## config.mk

```make
export PLATFORM = sky130hd
export DESIGN_NAME = bram_arbiter
export DESIGN_NICKNAME = d
export VERILOG_FILES = /design/src/rtl/bram_arbiter.sv
export SDC_FILE = /design/constraint.sdc
export NUM_CORES = 1
export LEC_CHECK = 0
export BUFFER_PORTS_ARGS = -buffer_cell sky130_fd_sc_hd__buf_2
export CAP_MARGIN = 20
export CORE_AREA = 2 2 107 109
export CTS_CLUSTER_DIAMETER = 50
export DETAILED_ROUTE_END_ITERATION = 16
export DIE_AREA = 0 0 109 111
export PLACE_DENSITY_LB_ADDON = 0.25
export REMOVE_ABC_BUFFERS = 1
export SKIP_LAST_GASP = 1
export SYNTH_ARGS = -nofsm -noshare
export SYNTH_HDL_FRONTEND = slang
export SYNTH_SLANG_ARGS = --single-unit
```

## constraint.sdc

```tcl
create_clock -name clock -period 4.4 [get_ports clock]
set_input_delay 0.66 -clock clock [delete_from_list [all_inputs] [get_ports clock]]
set_output_delay 0.66 -clock clock [all_outputs]
set_load 0.05 [all_outputs]
```

## src/rtl/bram_arbiter.sv

```systemverilog
`default_nettype none
// +--------------------------------------------------------------------------+
// | Module   : bram_arbiter                                                  |
// | Purpose  : Shares one BRAM port between the core's instruction-fetch     |
// |            (imem) and data (dmem) interfaces. Each winning request is    |
// |            captured, range-checked against the BRAM window and issued    |
// |            with a registered bram_valid. A per-access counter returns an |
// |            error response if the BRAM does not answer in time.           |
// | Ports    : clock, reset        - rising-edge clock, async active-high    |
// |            imem_*              - fetch master (read only)                |
// |            dmem_*              - data master (wstrb == 0 means read)     |
// |            bram_*              - single slave port                       |
// | Options  : ROUND_ROBIN_EN      - defined: ties go to the master not      |
// |                                  served last; undefined: ties go to dmem |
// | Revision : 1.0 - initial release                                         |
// +--------------------------------------------------------------------------+
module bram_arbiter #(
   parameter logic [31:0] BASE_ADDR = 32'h8000_0000,
   parameter logic [31:0] TOP_ADDR  = 32'h9000_0000,
   parameter int unsigned TIMEOUT   = 1023
) (
   input  logic        clock,
   input  logic        reset,
   input  logic        imem_valid,
   input  logic [31:0] imem_addr,
   output logic [31:0] imem_rdata,
   output logic        imem_ready,
   output logic        imem_error,
   input  logic        dmem_valid,
   input  logic [31:0] dmem_addr,
   input  logic [31:0] dmem_wdata,
   input  logic [3:0]  dmem_wstrb,
   output logic [31:0] dmem_rdata,
   output logic        dmem_ready,
   output logic        dmem_error,
   output logic        bram_valid,
   output logic        bram_instr,
   output logic [31:0] bram_addr,
   output logic [31:0] bram_wdata,
   output logic [3:0]  bram_wstrb,
   input  logic [31:0] bram_rdata,
   input  logic        bram_ready
);

   // Counter must be able to hold TIMEOUT itself; keep at least one bit.
   localparam int unsigned c_cnt_w = (TIMEOUT > 0) ? $clog2(TIMEOUT + 1) : 1;
   localparam logic [c_cnt_w-1:0] c_timeout = c_cnt_w'(TIMEOUT);

   typedef enum logic [2:0] {
      S_IDLE   = 3'd0,
      S_BUSY_I = 3'd1,
      S_BUSY_D = 3'd2,
      S_ERR_I  = 3'd3,
      S_ERR_D  = 3'd4
   } state_t;

   state_t             r_state;
   logic [c_cnt_w-1:0] r_cnt;
   logic [31:0]        r_addr;
   logic [31:0]        r_wdata;
   logic [3:0]         r_wstrb;

   logic        w_tie_d;
   logic        w_grant_d;
   logic        w_grant_i;
   logic [31:0] w_sel_addr;
   logic        w_in_range;
   logic        w_busy_i;
   logic        w_busy_d;
   logic        w_err_i;
   logic        w_err_d;
   logic        w_cnt_hit;

`ifdef ROUND_ROBIN_EN
   // Set when imem won the most recent grant (including range faults).
   logic r_last_imem;
   assign w_tie_d = r_last_imem;
`else
   assign w_tie_d = 1'b1;
`endif

   assign w_grant_d  = dmem_valid & (~imem_valid | w_tie_d);
   assign w_grant_i  = imem_valid & ~w_grant_d;
   assign w_sel_addr = w_grant_d ? dmem_addr : imem_addr;
   assign w_in_range = (w_sel_addr >= BASE_ADDR) && (w_sel_addr < TOP_ADDR);

   always_ff @(posedge clock or posedge reset) begin
      if (reset) begin
         r_state <= S_IDLE;
         r_cnt   <= '0;
         r_addr  <= '0;
         r_wdata <= '0;
         r_wstrb <= '0;
`ifdef ROUND_ROBIN_EN
         r_last_imem <= 1'b1;
`endif
      end else begin
         case (r_state)
            S_IDLE: begin
               r_cnt <= '0;
               if (w_grant_d) begin
                  r_addr  <= dmem_addr;
                  r_wdata <= dmem_wdata;
                  r_wstrb <= dmem_wstrb;
                  r_state <= w_in_range ? S_BUSY_D : S_ERR_D;
`ifdef ROUND_ROBIN_EN
                  r_last_imem <= 1'b0;
`endif
               end else if (w_grant_i) begin
                  r_addr  <= imem_addr;
                  r_wdata <= '0;
                  r_wstrb <= '0;
                  r_state <= w_in_range ? S_BUSY_I : S_ERR_I;
`ifdef ROUND_ROBIN_EN
                  r_last_imem <= 1'b1;
`endif
               end
            end
            S_BUSY_I, S_BUSY_D: begin
               // A completion in the timeout cycle still counts as normal.
               if (bram_ready || (r_cnt == c_timeout)) begin
                  r_state <= S_IDLE;
               end else begin
                  r_cnt <= r_cnt + c_cnt_w'(1);
               end
            end
            S_ERR_I, S_ERR_D: begin
               r_state <= S_IDLE;
            end
            default: begin
               r_state <= S_IDLE;
            end
         endcase
      end
   end

   assign w_busy_i  = (r_state == S_BUSY_I);
   assign w_busy_d  = (r_state == S_BUSY_D);
   assign w_err_i   = (r_state == S_ERR_I);
   assign w_err_d   = (r_state == S_ERR_D);
   assign w_cnt_hit = (r_cnt == c_timeout) && !bram_ready;

   // Completion passes straight through from the slave; faults force rdata 0.
   assign imem_ready = (w_busy_i & (bram_ready | w_cnt_hit)) | w_err_i;
   assign imem_error = (w_busy_i & w_cnt_hit) | w_err_i;
   assign imem_rdata = (w_busy_i & bram_ready) ? bram_rdata : 32'd0;

   assign dmem_ready = (w_busy_d & (bram_ready | w_cnt_hit)) | w_err_d;
   assign dmem_error = (w_busy_d & w_cnt_hit) | w_err_d;
   assign dmem_rdata = (w_busy_d & bram_ready) ? bram_rdata : 32'd0;

   // Slave side is quiet outside of a granted access.
   assign bram_valid = w_busy_i | w_busy_d;
   assign bram_instr = w_busy_i;
   assign bram_addr  = bram_valid ? r_addr  : 32'd0;
   assign bram_wdata = bram_valid ? r_wdata : 32'd0;
   assign bram_wstrb = bram_valid ? r_wstrb : 4'd0;

endmodule
`default_nettype wire

```

==> results of run 1 <==
placed cells by master, fill, tap and decap left out, types with 4 or more instances in the layout:
cell type,n
a21oi_1,4
a22o_1,38
a31oi_1,8
and2_1,102
and3_1,33
buf_2,274
buf_4,4
clkbuf_16,9
clkbuf_8,5
dfrtp_1,81
mux2i_1,32
nand2_1,38
nand3_1,4
nor2_1,8
nor4_1,4
o21ai_1,33
through the flow:
| step | worst slack [ns] | instance area [sq um] | hold slack (ns) | utilization [%] |
|---|---|---|---|---|
| after floorplan | 0.313 | 4360 | 0.447 | - |
| after global placement | 1.57 | 5980 | 0.461 | 54.0 |
| after detailed placement | 1.45 | 5980 | 0.467 | 54.0 |
| after CTS | 1.21 | 6310 | 0.480 | 56.9 |
| after global routing | 1.08 | 6360 | 0.503 | 57.4 |
| final | 1.25 | 6360 | 0.471 | 57.4 |
flip-flops by register name, summed over array words and instances (netlist names):
register  cells
r_wdata      32
r_addr       32
r_wstrb       4
r_cnt        10
r_state       3
worst reg2reg max path, delay by kind of cell (launching register included):
kind	cells	cell delay, ns
and+or+nand+nor	1	0.43
AOI/OAI and AO/OA	2	0.38
DFF	1	0.58
xor gates and xnor gates	1	0.20
buffers and inverters	1	0.45
where the power goes:
part | leakage [nW] | internal [W] | total (W) | switching, W
combinational | 2.45 | 0.000621 | 0.00207 | 0.00145
sequential | 1.03 | 0.00105 | 0.00124 | 0.000183
clock | 0.162 | 0.000517 | 0.000799 | 0.000282
total | 3.64 | 0.00219 | 0.00411 | 0.00191
logic make-up after synthesis:
family,count (synthesis),share of synthesized area (%)
compound gates,94,14.6
xor+xnor,1,0.356
buf+inv,43,4.93
simple gates,215,27.9
flops,81,44.3
fa+ha+maj,2,0.547
mux,33,7.33
cells in the mapped netlist, types with 2 or more instances:
library cell  count  share of area (%)
a22o_1           38                7.3
nor2_2            3               0.41
nand2b_1          3               0.41
nor3_4            2               0.71
clkbuf_1          9               0.74
a31oi_1           8                1.1
inv_1             4               0.33
a21oi_1           4               0.44
dfrtp_1          81                 44
clkbuf_2          3               0.33
and2_1          102                 14
nand2_1          38                3.1
nor2_1            9               0.74
nor4_1            4               0.55
and3_1           33                4.5
nand3_1           4               0.44
nor3_1            3               0.33
o21ai_0           2               0.22
mux2i_1          32                7.0
buf_2            18                2.0
ha_1              2               0.55
buf_4             8                1.3
nor2b_1           2               0.27
o21ai_1          33                3.6
final cells by class:
type                            instances  area [sq um]  area share, %
Timing Repair Buffer                  281          1470           23.1
Inverter                                4          16.3          0.256
Sequential cell                        81          2030           31.9
Tap cell                              143           179           2.81
Multi-Input combinational cell        345          2330           36.7
Antenna cell                            1          2.50         0.0394
Clock buffer                           15           298           4.69
Clock inverter                          1          30.0          0.472
per-layer routing:
metal	vias to the layer above	share of wire (%)	global-route usage, %
met5	-	0	0
met4	0	3.0	10.0
met3	20	8.2	4.47
met2	188	51	36.6
met1	2013	38	22.2
li1	2124	-	-
worst min-delay path by stage:
stage               start         end  slack [ns]  cells past startpoint
2_1_floorplan   r_addr[0]   r_addr[0]        0.45                      2
3_3_place_gp    r_addr[9]   r_addr[9]        0.46                      2
3_5_place_dp    r_addr[7]   r_addr[7]        0.47                      2
4_1_cts         r_addr[7]   r_addr[7]        0.48                      2
5_1_grt        r_addr[28]  r_addr[28]        0.50                      2
6_report            reset  r_addr[16]        0.47                      2
==> qor.yml, run 1 <==
setup_path:
  crit_path_end: "bram_wdata[30]"
  crit_cells: 5
  crit_path_cell_trace: "xnor2_2, nor2_4, buf_4, and2_1, buf_2"
  r2r_slack_ns: 2.27
  cp_slowest_stage_delay_ns: 0.58
  crit_slowest_cell: "dfrtp_1"
  cp.arrival_ns: 2.49
  endpoint_kind: "primary output"
  path_buf_inv: 2
  critPathRequiredTime_ns: 3.74
  worst-r2r-cell-count: 5
  regToRegStartpoint: "r_state[1]"
  start_kind: "register"
  worst_r2r_endpoint: "r_cnt[5]"
  crit_type: "reg2out"
  worstPathMaxFanout: 49
  cp_top_family: "buffers and inverters"
  startpoint: "r_state[1]"
sta:
  finalCritPeriodShare_pct: 71.5
  setup_violations: 0
  timing.slew.headroom_pct: 43.8
  max_freq_mhz: 318
  finalClockSkew_ns: 0.00504
  worst_slew_pin_slew_ns: 0.842
  fin_setup_tns_ns: 0
  fin_crit_ns: 3.15
  final-hold-violation-count: 0
  drv_slew: 0
  rsz0062_at_grt: "no"
clock_network:
  cts_tree: "yes"
  clockBufferDepth: 2
  cts.reportedPaths.clkPinSlew_ns: 0.06
  cts_resized: 0
  htreeDepth: 3
  clockRootBuffer: "clkbuf_16"
  clk_latency_ns: 0.33
  hold_buffers: 0
  clock-sinks: 81
  cts_buffers: 9
  cts_setup_buffers: 0
power_and_ir_drop:
  irDropWorstVdd_v: 0.000372
  fin_total_pwr_w: 0.00411
  p_leak_nw: 3.64
  powerDensity_mw_per_mm2: 646
synth:
  synth_cell_type_count: 48
  syn_area_sq_mm: 0.00457
  ys_seq_area_share_pct: 44.3
  syn_avg_cell_area_sq_um: 9.75
  synth_edf_count: 0
  syn_inst: 469
  yosysWarnings: 0
  synth_top_flop_cell: "dfrtp_1"
  ys_ff_latch: 81
  async_flop_share_pct: 100
placement:
  gp_congestion: 0.763
  dp_hpwl_microns: 9600
  numPortBuffers: 274
  placedCellCount: 852
floorplanning:
  io-pin-count: 275
  die_h_microns: 111
  die_x_microns: 109
  die_area_sq_mm: 0.0121
  start_util_pct: 41.3
  core_area_sq_mm: 0.0111
  rows: 39
route:
  vias_per_cell: 4.99
  postRouteAntennaNets: 0
  drt_iter0_markers: 195
  wl_per_cell_microns: 14.8
  drc: 0
  first_pass_iters: 4
  vias: 4345
  wl_microns: 12900
grt:
  grt_pass1_wl_microns: 19400
  grt_usage_pct: 20.4
  grt_start_max_net_pins: 59
  antenna_found_initial: 1
  grt_overflow: 0
  grt_pass1_vias: 4178
run:
  drv_cap: 0
finish:
  instances_no_fill: 871
  final_nets: 861
  area_delta_synth_final_pct: 39.0
  drive_gt1_share_pct: 42.9
  n_fill_cell: 1019
run_status:
  status: "finished, final reports clean"
min_path:
  min_path_type: "in2async"
Note: power is estimated with default switching activity, not from simulation.
==> run 2, diff against run 1 <==
CORE_AREA = not set   (was 2 2 107 109)
CORE_MARGIN = 2   (was not set)
CORE_UTILIZATION = 44   (was not set)
DIE_AREA = not set   (was 0 0 109 111)
clock period = 2.9 ns   (was 4.4 ns; I/O delays follow)
==> run 2 against run 1 <==
Die area decreased by 7.2%. Critical endpoint is now dmem_error. Design area shrank 1.5%. Register-to-register slack got worse by 1.2 ns. Utilization is 4.1 points higher. Combinational power up 51%.
==> qor.yml, run 2 (synthesis gave the netlist of run 1 again) <==
run_status:
  status: "finished, final reports clean"
grt:
  met1_usage_pct: 26.7  # +4.4 points
  grt_pass1_vias: 3995  # -4.4%
  use_met2_pct: 38.4  # +1.8 points
  grt_usage_pct: 21.9  # +1.5 points
  grt_start_max_net_pins: 99  # +68%
  antenna_found_initial: 2  # +1
  use_met3_pct: 4.35  # -0.11 points
  grt-busiest-layer: "met2"
  grt_overflow: 0  # unchanged
  grt_pass1_wl_microns: 19700  # +1.5%
floorplanning:
  die_h_microns: 106  # -4.6%
  core_area_sq_mm: 0.0102  # -8.1%
  die_area_sq_mm: 0.0112  # -7.2%
  rows: 37  # -5.1%
  die_x_microns: 106  # -2.8%
  start_util_pct: 44.9  # +3.6 points
  io-pin-count: 275  # unchanged
setup_path:
  worstPathMaxFanout: 6  # -88%
  worst-r2r-cell-count: 5  # unchanged
  r2r_slack_ns: 1.09  # -1.18 ns
  endpoint_kind: "primary output"
  crit_type: "reg2out"
  critPathRequiredTime_ns: 2.47  # -1.27 ns
  regToRegStartpoint: "r_state[1]"
  cp.arrival_ns: 2.19  # -0.30 ns
  worst_r2r_endpoint: "r_cnt[8]"
  start_kind: "register"
route:
  drc: 0  # unchanged
  vias: 4372  # +0.62%
  vias_per_cell: 5.08  # +1.8%
  wl_microns: 12700  # -1.5%
  first_pass_iters: 4  # unchanged
  drt_iter0_markers: 241  # +24%
  wl_per_cell_microns: 14.7  # -0.33%
  postRouteAntennaNets: 0  # unchanged
clock_network:
  cts_tree: "yes"
  cts.reportedPaths.clkPinSlew_ns: 0.09  # +0.03 ns
  cts_setup_buffers: 0  # unchanged
  clockRootBuffer: "clkbuf_8"
  cts_buffers: 9  # unchanged
  clk_latency_ns: 0.34  # about the same
  hold_buffers: 0  # unchanged
  htreeDepth: 3  # unchanged
  clock-sinks: 81  # unchanged
  clockBufferDepth: 2  # unchanged
sta:
  fin_hold_ws_ns: 0.229  # -0.242 ns
  finalCritPeriodShare_pct: 90.5
  fin_ws_ns: 0.276  # -0.978 ns
  fin_setup_tns_ns: 0  # unchanged
  rsz0062_at_grt: "no"
  final-hold-violation-count: 0  # unchanged
  finalClockSkew_ns: 0.0149  # +0.00988 ns
  fin_crit_ns: 2.62
  setup_violations: 0  # unchanged
  max_freq_mhz: 381
  drv_slew: 0  # unchanged
  timing.slew.headroom_pct: 42.5  # -1.3 points
  worst_slew_pin_slew_ns: 0.862  # +0.0202 ns
finish:
  final_nets: 860  # -0.12%
  mostFrequentLayoutCell: "buf_2"
  biggestRegsByFlops: "r_addr (32), r_wdata (32), r_cnt (10)"
  mostFrequentLayoutCells: "buf_2, and2_1, dfrtp_1, nand2_1, a22o_1"
  design_area_sq_mm: 0.00626  # -1.5%
  drive_gt1_share_pct: 43.0  # about the same
  area_delta_synth_final_pct: 36.9
placement:
  pre_cts_ws_ns: 0.511  # -0.935 ns
  gp_congestion: 0.840  # +10%
  place_area_sq_mm: 0.00600  # +0.40%
  numPortBuffers: 274  # unchanged
  dp_hpwl_microns: 9460  # -1.4%
power_and_ir_drop:
  p_leak_nw: 3.60  # -1.2%
  powerDensity_mw_per_mm2: 965  # +49%
  irDropWorstVdd_v: 0.000576  # +55%
  fin_total_pwr_w: 0.00604  # +47%
min_path:
  min_path_type: "in2async"
run:
  drv_cap: 0  # unchanged
[run 2: cell count changes in the layout (fill, tap and decap cells not counted), sizes merged]
| cell | change |
|---|---|
| clkbuf | -6 |
| buf | -1 |
| bufinv | +3 |
| inv | +1 |
[run 2: per-stage QoR]
step / util, % / instances
after floorplan: - / 430
after global placement: 58.9 / 846
after detailed placement: 58.9 / 846
after CTS: 61.4 / 860
after global routing: 61.4 / 861
final: 61.4 / 861
[run 2: layout make-up]
class                      count  area, sq um
fill                         885         3930
multi-input combinational    345         2340
sequential                    81         2030
timing repair buffer         280         1450
tap                          136          170
clock inverter                 5          129
clock buffer                   9          124
inverter                       4         16.3
antenna                        1         2.50
[run 2: worst max-delay path by stage]
stage               start        endpoint  cells past startpoint
2_1_floorplan  r_state[1]    bram_addr[0]                      3
3_3_place_gp     r_cnt[0]      dmem_error                      6
3_5_place_dp   r_state[0]  imem_rdata[26]                      4
4_1_cts        r_state[0]   imem_rdata[7]                      4
5_1_grt          r_cnt[0]      dmem_error                      6
6_report         r_cnt[0]      dmem_error                      6
[run 2: timing repair]
item / CTS / global route
resized for setup: 0 / 1
endpoints found under the setup margin: 0 / 30
endpoints found under the hold margin: 0 / 0
[run 2: per-layer routing]
layer	share of wire [%]	vias to the layer above
li1	-	2126
met1	40	2044
met2	52	184
met3	6.8	16
met4	1.0	2
met5	0.10	-
[run 2: critical path, stage by stage (launching register included)]
cell	delay [ns]
dfrtp_1	0.41
ha_1	0.24
nand3_2	0.14
nor3_4	0.38
nand3b_1	0.13
a21oi_1	0.23
buf_2	0.31
[run 2: power by group]
part           switching (W)  internal, W  total, W
clock               0.000394     0.000653   0.00105
combinational        0.00219     0.000924   0.00312
sequential          0.000284      0.00160   0.00188
total                0.00287      0.00317   0.00604
==> run 3, diff against run 2 <==
REMOVE_ABC_BUFFERS = not set   (was 1)
==> run 3 against run 2 <==
Routed wire length grew 0.70%. Cell count grew 0.70%. Count of clock-buffer cells in the layout grew 3. Clock skew shrank 0.0046 ns. Global-route usage is 0.13 points higher. Largest power group unchanged. Design area fell by 0.74%. Non-clock buffer count up 3. Clock power fell by 19%. Setup slack gained 0.055 ns. Utilization decreased by 0.45 points.
==> qor.yml, run 3 (synthesis gave the netlist of run 1 again) <==
run_status:
  status: "finished, final reports clean"
route:
  drt_iter0_markers: 260  # +7.9%
  wl_microns: 12800  # +0.70%
  first_pass_iters: 4  # unchanged
  vias: 4380  # +0.18%
  postRouteAntennaNets: 0  # unchanged
  drc: 0  # unchanged
  wl_per_cell_microns: 14.7  # about the same
  vias_per_cell: 5.05  # -0.51%
floorplanning:
  die_h_microns: 106  # unchanged
  core_area_sq_mm: 0.0102  # unchanged
  io-pin-count: 275  # unchanged
  start_util_pct: 44.9  # unchanged
  die_area_sq_mm: 0.0112  # unchanged
  rows: 37  # unchanged
  die_x_microns: 106  # unchanged
power_and_ir_drop:
  powerDensity_mw_per_mm2: 940  # -2.7%
  p_leak_nw: 3.58  # -0.47%
  swShare_pct: 49.3  # +1.8 points
  p_int_w: 0.00296  # -6.8%
  p_sw_w: 0.00288  # +0.39%
  pwr-share-comb_pct: 53.3  # +1.7 points
  irDropWorstVdd_v: 0.000464  # -19%
  seq_power_share_pct: 32.2  # +1.1 points
  pwr-share-clk_pct: 14.5  # -2.8 points
setup_path:
  start_kind: "register"
  cp_slowest_stage_delay_ns: 0.42  # about the same
  cp.arrival_ns: 2.13  # -0.06 ns
  endpoint_kind: "primary output"
  critPathRequiredTime_ns: 2.47  # about the same
  worstPathMaxFanout: 6  # unchanged
  crit_path_cell_trace: "ha_1, nand3_2, nor3_4, nand3b_1, a21oi_1, buf_2"
  crit_slowest_cell: "dfrtp_1"
  crit_type: "reg2out"
clock_network:
  clockBufferDepth: 2  # unchanged
  clk_latency_ns: 0.35  # about the same
  hold_buffers: 0  # unchanged
  clockRootBuffer: "clkbuf_8"
  cts_setup_buffers: 0  # unchanged
  cts_tree: "yes"
  cts_buffers: 9  # unchanged
  cts_resized: 0  # unchanged
  htreeDepth: 3  # unchanged
  clock-sinks: 81  # unchanged
  cts.reportedPaths.clkPinSlew_ns: 0.09  # about the same
sta:
  setup_violations: 0  # unchanged
  finalCritPeriodShare_pct: 88.6  # -1.9 points
  final-hold-violation-count: 0  # unchanged
  max_freq_mhz: 389  # +2.2%
  fin_ws_ns: 0.331  # +0.0552 ns
  timing.slew.headroom_pct: 59.2  # +17 points
  fin_crit_ns: 2.57  # -0.0552 ns
  rsz0062_at_grt: "no"
  fin_hold_ws_ns: 0.134  # -0.0947 ns
  finalClockSkew_ns: 0.0104  # -0.00455 ns
  fin_setup_tns_ns: 0  # unchanged
  worst_slew_pin_slew_ns: 0.612  # -0.250 ns
  drv_slew: 0  # unchanged
grt:
  grt_pass1_vias: 4125  # +3.3%
  use_met3_pct: 4.84  # +0.49 points
  antenna_found_initial: 2  # unchanged
  grt_pass1_wl_microns: 19800  # +0.64%
  grt-busiest-layer: "met2"
  grt_usage_pct: 22.0  # +0.13 points
  met1_usage_pct: 26.2  # -0.42 points
  grt_overflow: 0  # unchanged
  use_met2_pct: 37.8  # -0.60 points
  grt_start_max_net_pins: 99  # unchanged
placement:
  dp_hpwl_microns: 9570  # +1.1%
  pre_cts_ws_ns: 0.512  # +0.00133 ns
  numPortBuffers: 274  # unchanged
  gp_congestion: 0.790  # -6.0%
finish:
  drive_gt1_share_pct: 43.2  # +0.25 points
  mostFrequentLayoutCell: "buf_2"
  mostFrequentLayoutCells: "buf_2, and2_1, dfrtp_1, nand2_1, a22o_1"
  biggestRegsByFlops: "r_addr (32), r_wdata (32), r_cnt (10)"
  final_nets: 863  # +0.35%
  n_fill_cell: 892  # +0.79%
  area_delta_synth_final_pct: 35.9
run:
  drv_cap: 0  # unchanged
min_path:
  min_path_type: "in2async"
synth:
  synth_nets: 608
run 3: cell count changes in the layout (fill, tap and decap cells not counted), sizes merged, moves of 2 or more:
| cell | delta |
|---|---|
| buf | +3 |
| bufinv | -3 |
| clkbuf | +3 |
| clkinv | +2 |
run 3: stage by stage:
stage                     instance area, sq um  util [%]  power, W  cells
after floorplan                           4570         -   0.00431    469
after global placement                    6000      58.9   0.00495    849
after detailed placement                  6000      58.9   0.00502    849
after CTS                                 6210      60.9   0.00588    865
after global routing                      6210      61.0   0.00619    867
final                                     6210      61.0   0.00584    867
run 3: power groups by stage:
stage / logic (W) / clock network, W / registers [W]
2_1_floorplan: 0.00254 / 0 / 0.00178
3_3_place_gp: 0.00309 / 0 / 0.00186
3_5_place_dp: 0.00313 / 0 / 0.00189
4_1_cts: 0.00313 / 0.000873 / 0.00188
5_1_grt: 0.00333 / 0.000923 / 0.00194
6_report: 0.00311 / 0.000847 / 0.00188
run 3: worst paths after layout:
check	startpoint	endpoint	slack, ns	cells after the start
max in group asynchronous	reset	r_addr[1]	2.02	3
min reg2reg	r_addr[14]	r_addr[14]	0.48	2
max reg2reg	r_state[1]	r_cnt[8]	1.17	5
min	reset	r_wdata[0]	0.13	2
min in group clock	dmem_wdata[7]	r_wdata[7]	0.30	2
max	r_cnt[0]	dmem_error	0.33	6
run 3: final cells by class:
type / count / area [sq um] / share of cell area [%]
Antenna cell: 2 / 5.00 / 0.0806
Multi-Input combinational cell: 345 / 2340 / 37.6
Tap cell: 136 / 170 / 2.74
Clock buffer: 12 / 155 / 2.50
Clock inverter: 4 / 51.3 / 0.826
Timing Repair Buffer: 283 / 1450 / 23.4
Sequential cell: 81 / 2030 / 32.6
Inverter: 4 / 16.3 / 0.262
run 3: worst max-delay path, delay by kind of cell, from the launching register on:
family	cells	cell delay (ns)
AOI/OAI and AO/OA	1	0.17
adders and majority gates	1	0.24
buffers and inverters	1	0.29
DFF	1	0.42
and+or+nand+nor	3	0.66
run 3: layer usage:
layer	up-vias	share of wire, %
li1	2135	-
met1	2040	40
met2	181	51
met3	24	7.1
met4	0	2.1
met5	-	0
